<file path="src/rtl/dap_pkg.sv">
// rtl/dap_pkg.sv - shared sizes and state encoding for the DAP shift sequencer
package dap_pkg;

  localparam int DAP_DATA_W = 32;
  localparam int DAP_LEN_W  = 6;

  typedef enum logic [1:0] {
    ST_IDLE  = 2'd0,
    ST_ALIGN = 2'd1,
    ST_SHIFT = 2'd2,
    ST_RESP  = 2'd3
  } dap_state_e;

endpackage

</file>
<file path="src/rtl/dap_shift_sequencer.sv">
// rtl/dap_shift_sequencer.sv - LSB-first bit sequencer driven by baud generator strobes
// Launches bits on sclk_negedge, captures on sclk_sampling, returns one response word per command.
module dap_shift_sequencer
  import dap_pkg::*;
#(
  parameter int DATA_W = DAP_DATA_W,
  parameter int LEN_W  = DAP_LEN_W
) (
  input  logic              clk,
  input  logic              resetn,
  input  logic              cmd_valid,
  output logic              cmd_ready,
  input  logic [LEN_W-1:0]  cmd_len,
  input  logic              cmd_dir,
  input  logic [DATA_W-1:0] cmd_wdata,
  input  logic              abort,
  output logic              rsp_valid,
  input  logic              rsp_ready,
  output logic [DATA_W-1:0] rsp_rdata,
  output logic              bclk_en,
  input  logic              sclk_negedge,
  input  logic              sclk_sampling,
  output logic              io_out,
  output logic              io_oe,
  input  logic              io_in
);

  localparam int IDX_W = (DATA_W > 1) ? $clog2(DATA_W) : 1;
  localparam logic [LEN_W-1:0] FULL_LEN = LEN_W'(DATA_W);

  dap_state_e        state_q, state_d;
  logic [DATA_W-1:0] tx_q, tx_d;
  logic [DATA_W-1:0] rx_q, rx_d;
  logic [DATA_W-1:0] rsp_rdata_q, rsp_rdata_d;
  logic [LEN_W-1:0]  idx_q, idx_d;
  logic [LEN_W-1:0]  len_q, len_d;
  logic              dir_q, dir_d;
  logic              bclk_en_q, bclk_en_d;
  logic              rsp_valid_q, rsp_valid_d;
  logic              io_out_q, io_out_d;
  logic              io_oe_q, io_oe_d;

  logic              last_bit;
  logic [DATA_W-1:0] rx_cap;

  always_comb begin
    state_d     = state_q;
    tx_d        = tx_q;
    rx_d        = rx_q;
    rsp_rdata_d = rsp_rdata_q;
    idx_d       = idx_q;
    len_d       = len_q;
    dir_d       = dir_q;
    bclk_en_d   = bclk_en_q;
    rsp_valid_d = rsp_valid_q;
    io_out_d    = io_out_q;
    io_oe_d     = io_oe_q;

    last_bit = (idx_q == (len_q - LEN_W'(1)));
    rx_cap   = rx_q;
    if (dir_q) begin
      rx_cap[idx_q[IDX_W-1:0]] = io_in;
    end

    if (abort) begin
      state_d     = ST_IDLE;
      bclk_en_d   = 1'b0;
      io_oe_d     = 1'b0;
      rsp_valid_d = 1'b0;
    end else begin
      case (state_q)
        ST_IDLE: begin
          if (cmd_valid) begin
            tx_d  = cmd_wdata;
            dir_d = cmd_dir;
            // Zero and out-of-range lengths both mean a full word, keeping every index below DATA_W.
            len_d = ((cmd_len == '0) || (cmd_len > FULL_LEN)) ? FULL_LEN : cmd_len;
            rx_d      = '0;
            idx_d     = '0;
            bclk_en_d = 1'b1;
            state_d   = ST_ALIGN;
          end
        end
        ST_ALIGN: begin
          if (sclk_negedge) begin
            io_out_d = tx_q[0];
            io_oe_d  = ~dir_q;
            state_d  = ST_SHIFT;
          end
        end
        ST_SHIFT: begin
          if (sclk_sampling) begin
            rx_d = rx_cap;
            if (last_bit) begin
              state_d     = ST_RESP;
              bclk_en_d   = 1'b0;
              rsp_valid_d = 1'b1;
              rsp_rdata_d = rx_cap;
            end else begin
              idx_d = idx_q + LEN_W'(1);
            end
          end
          // A coincident sampling strobe has already advanced idx_d, so the next bit goes out.
          if (sclk_negedge && !(sclk_sampling && last_bit)) begin
            io_out_d = tx_q[idx_d[IDX_W-1:0]];
          end
        end
        ST_RESP: begin
          if (rsp_ready) begin
            rsp_valid_d = 1'b0;
            state_d     = ST_IDLE;
          end
        end
        default: state_d = ST_IDLE;
      endcase
    end
  end

  always_ff @(posedge clk) begin
    if (!resetn) begin
      state_q     <= ST_IDLE;
      tx_q        <= '0;
      rx_q        <= '0;
      rsp_rdata_q <= '0;
      idx_q       <= '0;
      len_q       <= FULL_LEN;
      dir_q       <= 1'b0;
      bclk_en_q   <= 1'b0;
      rsp_valid_q <= 1'b0;
      io_out_q    <= 1'b0;
      io_oe_q     <= 1'b0;
    end else begin
      state_q     <= state_d;
      tx_q        <= tx_d;
      rx_q        <= rx_d;
      rsp_rdata_q <= rsp_rdata_d;
      idx_q       <= idx_d;
      len_q       <= len_d;
      dir_q       <= dir_d;
      bclk_en_q   <= bclk_en_d;
      rsp_valid_q <= rsp_valid_d;
      io_out_q    <= io_out_d;
      io_oe_q     <= io_oe_d;
    end
  end

  assign cmd_ready = (state_q == ST_IDLE);
  assign rsp_valid = rsp_valid_q;
  assign rsp_rdata = rsp_rdata_q;
  assign bclk_en   = bclk_en_q;
  assign io_out    = io_out_q;
  assign io_oe     = io_oe_q;

endmodule

</file>
<file path="config.mk">
export PLATFORM = sky130hd
export DESIGN_NAME = dap_shift_sequencer
export DESIGN_NICKNAME = d
export VERILOG_FILES = /design/src/rtl/dap_pkg.sv /design/src/rtl/dap_shift_sequencer.sv
export SDC_FILE = /design/constraint.sdc
export NUM_CORES = 1
export LEC_CHECK = 0
export CELL_PAD_IN_SITES_DETAIL_PLACEMENT = 0
export CELL_PAD_IN_SITES_GLOBAL_PLACEMENT = 2
export CORE_ASPECT_RATIO = 0.7
export CORE_MARGIN = 10
export CORE_UTILIZATION = 35
export DETAILED_ROUTE_END_ITERATION = 12
export PLACE_DENSITY = 0.82
export SLEW_MARGIN = 30
export SYNTH_ARGS = -nofsm -noshare
export SYNTH_HDL_FRONTEND = slang
export SYNTH_SLANG_ARGS = --single-unit
</file>
<file path="constraint.sdc">
create_clock -name clk -period 8.36 [get_ports clk]
set_input_delay 1.672 -clock clk [delete_from_list [all_inputs] [get_ports clk]]
set_output_delay 1.672 -clock clk [all_outputs]
set_load 0.1 [all_outputs]
</file>
==> results.py <==
metrics = {
    "run_status": {
        "status": "complete, no violations",
    },
    "timing": {
        "relSlewSlack": 0.327,
        "timing.fmax_ghz": 0.243,
        "finalSetupTns_ps": 0,
        "maxSlewViolCount": 0,
        "period_minus_slack_ps": 4120,
        "rsz0062_at_grt": "false",
        "hold_viol": 0,
        "skew_ps": 8.13,
        "timing.final.ws_setup_ps": 4240,
        "period_share": 0.493,
        "report.final.setup_viol": 0,
        "worst_pin_slew_ps": 1010,
    },
    "power_and_ir_drop": {
        "power.share.switching": 0.227,
        "p_int_uw": 1080,
        "power_frac_seq": 0.408,
        "leakage_uw": 0.00295,
        "power_density_mw_per_mm2": 183,
        "switching_power_uw": 316,
        "combPwrFrac": 0.072,
        "ir_worst_vdd_mv": 0.0834,
        "p_total_uw": 1390,
        "clkPwrFrac": 0.519,
    },
    "worst_setup_path": {
        "worstPathArrival_ps": 4400,
        "reg2regPathDepth": 11,
        "crit_required_ps": 8640,
        "setup.worst_path.end_class": "register",
        "reg2reg_slack_ps": 4460,
        "crit_type": "input pin to register",
        "r2r-end": "io_out",
        "regToRegStartpoint": "len_q[0]",
        "worstSetupStartpointType": "input pin",
        "crit_path_max_fanout": 14,
    },
    "clock_network": {
        "clock_latency_ps": 420,
        "cts_resized": 0,
        "cts_hold_buf": 0,
        "cts_inserted_buffers": 17,
        "cts-root-buf": "clkbuf_16",
        "cts_tree": "yes",
        "htree_levels": 4,
        "path_clk_slew_ps": 50,
        "cts_num_sinks": 115,
        "cts_buffer_depth": 2,
        "postCtsSetupBuffers": 0,
    },
    "synthesis": {
        "synth-warning-count": 0,
        "synthDistinctLibCells": 62,
        "synth_edf_count": 0,
        "netlist_top_cells_area": "dfxtp_1, nand2_1, mux2i_1, o211a_1, a21boi_0",
        "synthTopCellsByCount": "nand2_1, dfxtp_1, mux2i_1, nor2_1, clkbuf_1",
        "synth.largest_area_cell": "dfxtp_1",
        "syn_area_mm2": 0.00608,
        "syn_avg_cell_area_um2": 8.28,
        "yosys.area.top_type_share": 0.378,
        "ys_seq_elements": 115,
        "postSynth.asyncResetShare": 0,
        "syn_inst": 735,
        "yosysMostFrequentCell": "nand2_1",
        "synth_ff_type": "dfxtp_1",
        "synth_seq_area_share": 0.378,
        "synth_fp_nets": 791,
    },
    "cells_and_area": {
        "final_cell_area_mm2": 0.00762,
        "diodes": 0,
        "fin_nets": 846,
        "drive_above_1_share": 0.0697,
        "syn2layout_area_growth_pct": 25.2,
        "fin_util": 0.445,
        "nFillCells": 1697,
    },
    "drt": {
        "post_drt_wl_per_cell_um": 15.8,
        "drt-initial-drc-count": 377,
        "wirelength_mm": 16.3,
        "ant_nets": 0,
        "vias_per_cell": 5.07,
        "drc": 0,
        "dr.pass1.iters": 4,
        "vias": 5238,
    },
    "die": {
        "coreArea_mm2": 0.0171,
        "num_rows": 40,
        "dieArea_mm2": 0.0231,
        "die_h_um": 130,
        "die_w_um": 178,
        "io_pins": 84,
        "start_util": 0.355,
    },
    "worst_hold_path": {
        "hold_path_class": "register to register",
        "hold_path_depth": 2,
        "worstHoldEndpoint": "tx_q[28]",
        "hold_path_startpoint": "tx_q[28]",
    },
    "place": {
        "hpwl_mm": 11.3,
        "place_area_mm2": 0.00703,
        "port-buffer-count": 83,
        "place.gp.congestion": 0.849,
        "dpl_worst_slack_ps": 3820,
    },
    "global_route": {
        "grt_pass1_wl_mm": 27.0,
        "grt_overflow": 0,
        "grt.total_usage": 0.147,
        "grt_max_degree": 113,
        "antenna_found_initial": 0,
        "grt_pass1_vias": 5190,
    },
    "run": {
        "max-cap-violations": 0,
    },
}
[kinds of logic (layout without fill, tap and decap cells)]
kind of cell               after synthesis  after routing  share of synthesized area
and+or+nand+nor                        319            319                      0.248
xor gates and xnor gates                11             11                     0.0220
DFF                                    115            115                      0.378
AOI/OAI and AO/OA                      172            172                      0.214
adders and majority gates                9              9                     0.0185
buffers and inverters                   63            131                     0.0420
muxes                                   46             46                     0.0765
[critical path: stages]
cell and delay, ps:
clkdlybuf4s50_1 660, and2_0 610, a21boi_2 410, xor2_4 340, mux2i_1 240, mux2i_1 90
a22oi_1 250, a41oi_2 140
[power groups by stage]
stage | registers, µW | logic (µW) | clock network, µW
floorplan | 579 | 58.6 | 0
global route | 569 | 113 | 767
finish | 568 | 101 | 723
CTS | 568 | 102 | 743
global placement | 579 | 99.3 | 0
detailed placement | 579 | 101 | 0
[registers in the layout, summed over array words and instances (netlist names)]
signal	flops
rsp_valid	1
idx_q	6
tx_q	32
io_out	1
dir_q	1
len_q	6
bclk_en	1
rsp_rdata	32
state_q	2
rx_q	32
io_oe	1
[through the flow]
step,hold slack [ps],std cells
2_1_floorplan,443,735
3_3_place_gp,460,1002
3_5_place_dp,466,1002
4_1_cts,474,1034
5_1_grt,492,1034
6_report,468,1034
[how the worst max path moves through the flow]
| stage | startpoint | endpoint | slack (ps) | depth (start not counted) |
|---|---|---|---|---|
| floorplan | sclk_sampling | io_out | 5050 | 10 |
| global placement | sclk_sampling | io_out | 3960 | 8 |
| detailed placement | sclk_sampling | io_out | 3820 | 8 |
| CTS | sclk_sampling | io_out | 4250 | 8 |
| global route | sclk_sampling | io_out | 4040 | 8 |
| finish | sclk_sampling | io_out | 4240 | 8 |
[layer usage]
| layer | wire length [µm] | vias up | global-route usage |
|---|---|---|---|
| li1 | - | 2661 | - |
| met1 | 8430 | 2441 | 0.206 |
| met2 | 6600 | 120 | 0.200 |
| met3 | 1080 | 16 | 0.0502 |
| met4 | 233 | 0 | 0.0572 |
| met5 | 0 | - | 0 |
[area by class of cell]
cell class | count | area (µm²) | share of cell area
inverters | 11 | 41.3 | 0.00542
repair buffers | 88 | 862 | 0.113
flip-flops and latches | 115 | 2300 | 0.302
multi-input cells | 557 | 3540 | 0.464
clock inverters | 10 | 133 | 0.0174
clock buffers | 22 | 454 | 0.0596
well taps | 231 | 289 | 0.0379
[placed cells by master, fill, tap and decap left out, types with 4 or more instances in the layout]
cell,Yosys,routed
mux2i_1,42,42
ha_1,9,9
clkinv_2,0,5
o211a_1,32,32
nand3_1,16,16
a41o_1,4,4
xnor2_1,7,7
mux2_2,4,4
nand2b_1,9,9
inv_1,11,11
clkbuf_16,0,17
and2_1,33,33
nand2_1,165,164
a21oi_1,19,19
nor2b_1,9,9
o221ai_1,4,4
nand3b_1,16,16
dfxtp_1,115,115
buf_4,0,4
nor3_1,9,9
clkdlybuf4s50_1,0,81
or3_1,4,4
clkbuf_1,40,4
a22oi_1,6,6
a21boi_0,38,38
nor2_1,42,41
o21ai_0,38,38
No activity file was read; power rests on OpenSTA's default activity.
